$ cat src/rtl/lagarto_l15_req_arbiter.sv
// lagarto_l15_req_arbiter: shares the tile L1.5 request channel between fetch (0) and dcache (1)
// Build option LAGARTO_L15_ARB_FIXED_PRIO_EN: dcache always wins ties instead of round-robin.
module lagarto_l15_req_arbiter #(
    parameter int MAX_OUT = 4,
    parameter int ADDR_W  = 40
) (
    input  logic                  clk_i,
    input  logic                  rst_i,
    input  logic [1:0]            req_val_i,
    input  logic [9:0]            req_rqtype_i,
    input  logic [2*ADDR_W-1:0]   req_addr_i,
    input  logic [127:0]          req_data_i,
    input  logic [5:0]            req_size_i,
    input  logic [1:0]            req_nc_i,
    output logic [1:0]            req_ack_o,
    output logic                  l15_val_o,
    output logic [4:0]            l15_rqtype_o,
    output logic [ADDR_W-1:0]     l15_addr_o,
    output logic [63:0]           l15_data_o,
    output logic [2:0]            l15_size_o,
    output logic                  l15_nc_o,
    output logic                  l15_tag_o,
    input  logic                  l15_ack_i,
    input  logic                  l15_rtrn_val_i,
    input  logic                  l15_rtrn_tag_i,
    output logic [1:0]            rtrn_val_o,
    output logic                  l15_rtrn_ack_o,
    output logic                  err_o
);
    localparam int CW = $clog2(MAX_OUT + 1);
    localparam logic [CW-1:0] MAX_C = CW'(MAX_OUT);
    localparam logic [CW-1:0] ONE_C = CW'(1);
    localparam logic IDLE = 1'b0;
    localparam logic HOLD = 1'b1;

    logic              state_q, state_d;
    logic              prio_q, prio_d;
    logic              err_q, err_d;
    logic              tag_q, tag_d;
    logic [4:0]        rqtype_q, rqtype_d;
    logic [ADDR_W-1:0] addr_q, addr_d;
    logic [63:0]       data_q, data_d;
    logic [2:0]        size_q, size_d;
    logic              nc_q, nc_d;
    logic [CW-1:0]     cnt_q [2];
    logic [CW-1:0]     cnt_d [2];
    logic [1:0]        elig;
    logic              gnt, grant, ack;

    assign ack            = (state_q == HOLD) & l15_ack_i;
    assign req_ack_o      = {ack & tag_q, ack & ~tag_q};
    assign rtrn_val_o     = {l15_rtrn_val_i & l15_rtrn_tag_i, l15_rtrn_val_i & ~l15_rtrn_tag_i};
    assign l15_rtrn_ack_o = l15_rtrn_val_i;
    assign l15_val_o      = (state_q == HOLD);
    assign l15_tag_o      = tag_q;
    assign l15_rqtype_o   = rqtype_q;
    assign l15_addr_o     = addr_q;
    assign l15_data_o     = data_q;
    assign l15_size_o     = size_q;
    assign l15_nc_o       = nc_q;
    assign err_o          = err_q;

    // pick a requester in IDLE, latch its fields, and track outstanding counts per requester
    always_comb begin
        elig[0] = req_val_i[0] & (cnt_q[0] < MAX_C);
        elig[1] = req_val_i[1] & (cnt_q[1] < MAX_C);
`ifdef LAGARTO_L15_ARB_FIXED_PRIO_EN
        gnt = elig[1];
`else
        gnt = (&elig) ? prio_q : elig[1];
`endif
        grant    = (state_q == IDLE) & (|elig);
        state_d  = grant ? HOLD : ack ? IDLE : state_q;
        prio_d   = ack ? ~tag_q : prio_q;
        tag_d    = grant ? gnt : tag_q;
        rqtype_d = grant ? (gnt ? req_rqtype_i[9:5] : req_rqtype_i[4:0]) : rqtype_q;
        addr_d   = grant ? (gnt ? req_addr_i[2*ADDR_W-1:ADDR_W] : req_addr_i[ADDR_W-1:0]) : addr_q;
        data_d   = grant ? (gnt ? req_data_i[127:64] : req_data_i[63:0]) : data_q;
        size_d   = grant ? (gnt ? req_size_i[5:3] : req_size_i[2:0]) : size_q;
        nc_d     = grant ? (gnt ? req_nc_i[1] : req_nc_i[0]) : nc_q;
        err_d    = err_q | (rtrn_val_o[0] & (cnt_q[0] == '0)) | (rtrn_val_o[1] & (cnt_q[1] == '0));
        for (int i = 0; i < 2; i++) begin
            cnt_d[i] = (req_ack_o[i] & ~rtrn_val_o[i]) ? cnt_q[i] + ONE_C :
                       (rtrn_val_o[i] & ~req_ack_o[i] & (cnt_q[i] != '0)) ? cnt_q[i] - ONE_C : cnt_q[i];
        end
    end

    // state registers; reset drops any held request and clears all counts
    always_ff @(posedge clk_i) begin
        if (rst_i) begin
            state_q  <= IDLE;
            prio_q   <= 1'b0;
            err_q    <= 1'b0;
            tag_q    <= 1'b0;
            rqtype_q <= '0;
            addr_q   <= '0;
            data_q   <= '0;
            size_q   <= '0;
            nc_q     <= 1'b0;
            cnt_q[0] <= '0;
            cnt_q[1] <= '0;
        end else begin
            state_q  <= state_d;
            prio_q   <= prio_d;
            err_q    <= err_d;
            tag_q    <= tag_d;
            rqtype_q <= rqtype_d;
            addr_q   <= addr_d;
            data_q   <= data_d;
            size_q   <= size_d;
            nc_q     <= nc_d;
            cnt_q[0] <= cnt_d[0];
            cnt_q[1] <= cnt_d[1];
        end
    end
endmodule

$ cat config.mk
export PLATFORM = sky130hd
export DESIGN_NAME = lagarto_l15_req_arbiter
export DESIGN_NICKNAME = d
export VERILOG_FILES = /design/src/rtl/lagarto_l15_req_arbiter.sv
export SDC_FILE = /design/constraint.sdc
export NUM_CORES = 1
export LEC_CHECK = 0
export BUFFER_PORTS_ARGS = -buffer_cell sky130_fd_sc_hd__buf_2
export CORE_AREA = 5 5 136 138
export DETAILED_ROUTE_END_ITERATION = 8
export DIE_AREA = 0 0 141 143
export GPL_TIMING_DRIVEN = 0
export PLACE_DENSITY = 0.63
export SLEW_MARGIN = 30
export SYNTH_ARGS = -nofsm -noshare
export SYNTH_HDL_FRONTEND = slang
export SYNTH_SLANG_ARGS = --single-unit
$ cat constraint.sdc
create_clock -name clk_i -period 3 [get_ports clk_i]
set_input_delay 0.15 -clock clk_i [delete_from_list [all_inputs] [get_ports clk_i]]
set_output_delay 0.15 -clock clk_i [all_outputs]
set_load 0.005 [all_outputs]
* Word level (Yosys, flattened, before mapping)
Memory sizes are Yosys's and may differ from the RTL's. Cells that the tools add are included.
Storage, ports and cells: flip-flop bits (word level) 117, memory bits (writable) 6, input port bits 233, output and inout bits 121, logic and storage cells 67, memories 1
Cells by class: $add $sub $neg 4, magnitude comparators 2, multiplexer cells 17, bitwise gates (word level) 27, reductions and logical operators 7
Memory list:
- cnt_q | depth 2, bits a word 3, read ports 2, clocked after Yosys merged registers in 0, write ports 2, line 45 | logic [CW-1:0] cnt_q [2];
Operator list (number):
- $mux 64 | 1
- $mux 40 | 1
- $mux 3 | 7
- $and 1x1->1 | 16
- $mux 1 | 7
- $not 1->1 | 7
- $add 3x1->3 const B | 2
- $logic_not 3->1 | 2
- $lt 3x3->1 const B | 2
- $reduce_bool 3->1 | 2
- $sub 3x1->3 const B | 2
- $mux 5 | 1
- $or 1x1->1 | 4
- $reduce_and 2->1 | 1
- $reduce_bool 2->1 | 1
- $reduce_or 2->1 | 1

* Depth between registers and ports, before layout
Gate-level depths: netlist (run 1).
depth in word-level cells 8, gate-level depth with buffers 7, gate-level depth less buffers 7

* Worst setup path after synthesis (run 1)
OpenSTA, ideal clock, no wires.
path kind flip-flop to flip-flop, from register state_q, in the netlist l15_val_o, to memory cnt_q[0][5] (netlist bit), library setup time 0.123 ns, arrival time 1.766 ns, data required time 2.877 ns, path slack 1.110 ns, cell stages (with the launch flop) 7, buffers on the path 0, period minus slack after synthesis 1.890 ns, path through dfxtp_1 -> and3_1 -> and2_1 -> inv_1 -> fa_1 -> mux2i_1 -> mux2_1
RTL lines:
- from (decl) | line 36 | logic state_q, state_d;
- from (signal assigned) | line 103 | state_q <= state_d;
- to (decl) | line 45

==> impl_metrics.yaml, run 1 <==
layout:
  diodes: 0
  syn_to_final_growth_pct: 73.20
  drive_above_1_share_pct: 36.84
  fin_nets: 1450
  stdcell_area_um2: 9657
synth:
  synth_top_area_cell: "dfxtp_1"
  synthCells: 696
  synth_top_cell_area_share_pct: 44.17
  synth_edf_count: 0
  synth_most_common_cell: "nand2_1"
  synth_nets: 931
  syn_area_um2: 5575
  synth.yosys.seq_area_share_pct: 44.17
  yosys_warnings: 0
  synth_common_cells: "229 x nand2_1, 123 x dfxtp_1, 121 x nor2_1"
  ys.flop_type: "dfxtp_1"
  synth_area_leaders: "dfxtp_1 44%, nand2_1 15%, a311oi_1 14%"
  syn_area_per_cell_um2: 8.011
  async_flop_share_pct: 0
  synth_cell_types: 29
  ys_ff_latch: 123
worst_setup_path:
  critPathTopFamily: "buffers and inverters"
  cp_cell_sequence: "nand2b_4, a21oi_1, buf_2, clkbuf_1, a311oi_1, dlygate4sd3_1"
  critPathKind: "register to register"
  critPathLaunchType: "register"
  max_stage_delay_ns: 0.60
  cp_max_fo: 10
  slowest_stage: "dlygate4sd3_1"
  crit_arrival_ns: 2.70
  cp_data_required_time_ns: 3.29
  worstSetupEndpointType: "register"
  crit_buf_inv: 3
placed_design:
  port_buffers: 352
  gp_congestion: 0.8783
  placed_area_um2: 7619
  place_hpwl_um: 17550
clocking:
  clk_path_buf_depth: 2
  cts_tree: "built"
  cts.reportedPaths.clkPinSlew_ns: 0.06
  cts_setup_buffers: 0
  htreeDepth: 4
  clkLatencyLatePin_ns: 0.41
  cts_buffers: 17
  cts_sinks: 123
  postCtsResizedCells: 0
  root_buffer: "clkbuf_16"
  cts_hold_buf: 148
grt:
  grt_pass1_vias: 7345
  grt_max_degree: 17
  grt_pass1_wl_um: 38110
  grt_overflow: 0
  grt_util_all_layers_pct: 23.76
  antenna_found_initial: 0
sta:
  finalSetupTns_ns: 0
  rsz0062_at_grt: "false"
  fin_crit_ns: 2.403
  setup_violations: 0
  finalClockSkew_ns: 0.005715
  max_freq_mhz: 416.1
  max_slew_margin_pct: 50.51
  hold_violations: 0
  slew_violations: 0
  worst_pin_slew_ns: 0.7423
  fin_crit_sh_pct: 80.10
pwr:
  p_seq_share_pct: 36.4
  ir_drop_uv: 379.9
  internal_power_uw: 3770
  p_comb_share_pct: 27.0
  leakagePower_uw: 0.004734
  p_per_area_nw_per_um2: 554.6
  p_sw_share_pct: 29.60
  p_sw_uw: 1585
  total_power_uw: 5355
  clock_power_share_pct: 36.7
detailed_routing:
  wl_per_cell_um: 17.08
  drc: 0
  wl_met2_um: 11950
  top_layer: "met4"
  met1_length_um: 10250
  ant_nets: 0
  num_vias: 7157
  drt_iter0_drc: 301
  vias_per_cell: 4.929
  met3_length_um: 1698
  wl_um: 24800
  first_pass_iters: 5
status:
  outcome: "finished, final reports clean"
hold_path:
  hold_path_class: "primary input to register"
floorplanning:
  die_area_um2: 20160
  top_level_ports: 354
  start_util_pct: 32.69
  core_area_um2: 17060
  die_w_um: 141
  std_cell_rows: 48
  die_y_um: 143
run:
  maxCapViolCount: 0
==> per-layer routing <==
layer | up-vias | GRT usage (%)
met5 | - | 0
met4 | 0 | 10.40
met3 | 68 | 5.894
met2 | 322 | 39.74
met1 | 3314 | 29.14
li1 | 3453 | -
==> cells in the final DEF (no fill, tap or decap) <==
cell           instances
clkinvlp_4             2
fa_1                   2
nor2_1               121
mux2i_1                2
buf_2                385
nand3b_1               2
o21a_1                 3
mux2_2                 1
nand2_1              229
nor3_1                 8
and3b_1                1
clkbuf_8               4
o21ai_2                1
inv_1                  5
clkbuf_1              25
dfxtp_1              123
buf_6                  1
mux2_1                 2
nand2b_4               1
a21oi_1                5
o22a_1                 1
a311oi_1              88
o21ai_0                2
and3_1                 1
a211oi_1               1
bufinv_16              1
nor2b_1                3
nand2b_1               2
dlygate4sd3_1        148
clkinv_2               4
and2_1                 1
clkbuf_16             17
buf_4                  9
a311oi_2              25
nor3_2                 1
==> cell families (layout without fill, tap and decap cells) <==
kind of cell,Yosys count,after routing,share of synthesized area (%)
flip-flops,123,123,44.17
AND/OR/NAND/NOR,370,370,25.92
multiplexers,5,5,0.9650
buffers and inverters,70,601,6.194
adder cells (fa/ha/maj),2,2,0.7182
AO/OA/AOI/OAI,126,126,22.04
==> worst reg2reg max path, cell delays in order (launching register included) <==
cell and delay [ns]:
dfxtp_1 0.33, nand2b_4 0.16, a21oi_1 0.16, buf_2 0.32
clkbuf_1 0.53, a311oi_1 0.18, dlygate4sd3_1 0.60
==> power groups by stage <==
stage                     Combinational [uW]  Sequential, uW  Clock [uW]
final                                   1440            1950        1960
after global routing                    1590            1970        2060
after CTS                               1440            1940        1990
after detailed placement                1200            1980           0
after global placement                  1200            1970           0
after floorplan                          619            1990           0
==> through the flow <==
| step | hold slack (ns) | std cells | setup slack [ns] | utilization (%) |
|---|---|---|---|---|
| after global placement | 0.3832 | 1273 | 0.9798 | 44.67 |
| after detailed placement | 0.3837 | 1273 | 0.9445 | 44.67 |
| final | 0.01684 | 1452 | 0.5970 | 56.62 |
| after global routing | 0.009129 | 1452 | 0.4418 | 56.62 |
| after floorplan | 0.2490 | 696 | 1.110 | - |
| after CTS | 0.0001145 | 1452 | 0.5802 | 56.62 |
==> sequential cells by signal, summed over array words and instances (netlist names) <==
name / flops
l15_rqtype_o: 5
l15_addr_o: 40
l15_val_o: 1
l15_nc_o: 1
err_o: 1
l15_size_o: 3
l15_tag_o: 1
l15_data_o: 64
cnt_q: 6
prio_q: 1
==> final cells by class <==
cell class                      instances  area [um2]
Inverter                                5       18.77
Fill cell                            1610        7400
Tap cell                              225       281.5
Buffer                                 65       326.6
Timing Repair Buffer                  500        3243
Clock inverter                          7       65.06
Multi-Input combinational cell        503        2768
Sequential cell                       123        2462
Clock buffer                           24       491.7
==> worst paths after layout <==
path | from | to | cells after the start | slack, ns
max | cnt_q[0][2] | l15_rqtype_o[4] | 6 | 0.60
min | req_data_i[104] | l15_data_o[40] | 3 | 0.02
max reg2reg | cnt_q[0][2] | l15_rqtype_o[4] | 6 | 0.60
min reg2reg | err_o | err_o | 2 | 0.48
(Power assumes the default switching activity.)
==> run 2: changes to the inputs <==
- ABC_AREA: unset -> 1
- CORE_AREA: 5 5 136 138 -> 5 5 134 136
- DIE_AREA: 0 0 141 143 -> 0 0 139 141
- PLACE_DENSITY: 0.63 -> 0.72
- clock period: 3 -> 2.2 ns (I/O delays scaled with it)
==> impl_metrics.yaml, run 2 <==
status:
  outcome: "finished, final reports clean"
synth:
  syn_area_um2: 6295
  ys.flop_type: "dfxtp_1"
  synth_edf_count: 0
  synth_most_common_cell: "nand2_1"
  synth_area_leaders: "dfxtp_1 39%, nand2_1 22%, nor2_1 14%"
  syn_area_per_cell_um2: 5.967
  synth_nets: 1290
  synthCells: 1055
  yosys_warnings: 0
  async_flop_share_pct: 0
  synth_cell_types: 17
  synth_common_cells: "365 x nand2_1, 238 x nor2_1, 130 x inv_1"
  synth_top_area_cell: "dfxtp_1"
  synth_top_cell_area_share_pct: 39.12
  synth.yosys.seq_area_share_pct: 39.12
  ys_ff_latch: 123
sta:
  holdWs_ns: 0.006758
  worst_pin_slew_ns: 0.7298
  max_freq_mhz: 515.1
  fin_crit_ns: 1.941
  finalClockSkew_ns: 0.006142
  setup_violations: 0
  fin_crit_sh_pct: 88.24
  max_slew_margin_pct: 51.35
  finalSetupTns_ns: 0
  slew_violations: 0
  rsz0062_at_grt: "false"
  hold_violations: 0
pwr:
  ir_drop_uv: 502.7
  total_power_uw: 7876
  p_per_area_nw_per_um2: 750.1
  leakagePower_uw: 0.006201
clocking:
  cts_tree: "built"
  clkLatencyLatePin_ns: 0.41
  root_buffer: "clkbuf_16"
  htreeDepth: 4
  cts.reportedPaths.clkPinSlew_ns: 0.06
  cts_sinks: 123
  cts_buffers: 17
  clk_path_buf_depth: 2
  cts_setup_buffers: 0
grt:
  grt_pass1_wl_um: 40280
  top_usage_layer: "met2"
  met2_usage_pct: 44.77
  antenna_found_initial: 0
  grt_util_all_layers_pct: 25.40
  grt_overflow: 0
  grt_util_met3_pct: 7.056
  grt_max_degree: 17
  gr-usage-met1_pct: 27.69
  grt_pass1_vias: 8176
layout:
  fin_nets: 1812
  layout.cells.most_common_list: "370 x buf_2, 364 x nand2_1, 238 x nor2_1"
  final_common_cell: "buf_2"
  finish.utilization_pct: 62.44
  drive_above_1_share_pct: 26.87
  n_fill_cell: 1508
  syn_to_final_growth_pct: 66.81
  diodes: 0
  instances_no_fill: 1814
  largest_reg_flops: 64
worst_setup_path:
  cp_data_required_time_ns: 2.52
  cp_max_fo: 19
  r2r_cells: 9
  crit_arrival_ns: 2.26
  worstSetupEndpointType: "register"
  critPathLaunchType: "register"
  reg2reg_slack_ns: 0.26
  critPathKind: "register to register"
floorplanning:
  core_area_um2: 16820
  top_level_ports: 354
  std_cell_rows: 48
  die_area_um2: 19600
  die_w_um: 139
  start_util_pct: 37.43
  die_y_um: 141
detailed_routing:
  drc: 0
  drt_iter0_drc: 385
  wl_um: 25730
  first_pass_iters: 5
  num_vias: 8280
  vias_per_cell: 4.564
  wl_per_cell_um: 14.19
  ant_nets: 0
placed_design:
  gp_congestion: 0.9462
  place_hpwl_um: 17620
  dpl.cell_count: 1632
  port_buffers: 352
run:
  maxCapViolCount: 0
hold_path:
  whs_path_depth: 5
  hold_path_class: "primary input to register"
## run 2: cell count changes in the layout (fill, tap and decap cells not counted), sizes merged, moves of 4 or more
cell,delta
dlygate4sd3,+4
inv,+126
nand2,+136
a311oi,-113
nor2,+117
nor3,-9
nand3,+123
## run 2: cell type report
class | instances | area (um2) | share of cell area [%]
clock buffers | 26 | 539.3 | 5.136
multi-input cells | 738 | 2978 | 28.36
inverters | 132 | 496.7 | 4.731
flip-flops and latches | 123 | 2462 | 23.45
plain buffers | 61 | 356.6 | 3.396
repair buffers | 504 | 3283 | 31.27
well taps | 225 | 281.5 | 2.681
clock inverters | 5 | 102.6 | 0.9771
## run 2: final timing paths
path,startpoint,endpoint
max,cnt_q[0][5],l15_data_o[37]
max reg2reg,cnt_q[0][5],l15_data_o[37]
min reg2reg,prio_q,prio_q
min,req_data_i[28],l15_data_o[28]
## run 2: cells by family (layout without fill, tap and decap cells)
family	Yosys count	count (layout)	share of synthesized area, %
fa+ha+maj	2	2	0.6361
compound gates	10	10	0.8945
simple gates	726	726	45.74
buf+inv	194	728	13.62
flops	123	123	39.12
## run 2: power by group
group	total (uW)	switching [uW]	internal (uW)	leakage (uW)
clock	3010	990	2020	0.000315
combinational	2190	1200	989	0.00487
sequential	2680	152	2520	0.00102
## run 2: per-layer routing
metal	part of all wire (%)	vias to the layer above
li1	-	4175
met1	39	3593
met2	48	402
met3	7.7	110
met4	5.3	0
met5	0	-
## run 2: timing repair
item | CTS | global route
resized for setup | 0 | 2
hold buffers | 152 | 0
hold endpoints to repair | 92 | 0
setup endpoints to repair | 0 | 1
## run 2: critical path: stages (launching register included)
cell,delay [ns]
dfxtp_1,0.33
nor2_1,0.19
inv_1,0.07
nand2_1,0.09
nand2_1,0.09
clkinv_2,0.28
nand3_1,0.11
dlygate4sd3_1,0.57
nand2_1,0.07
inv_1,0.03
## run 2: stage by stage
step	instance area [um2]	setup slack (ns)
detailed placement	8338	0.3507
global placement	8338	0.3954
floorplan	6295	0.5224
CTS	10500	0.1029
finish	10500	0.2587
global route	10500	0.08801
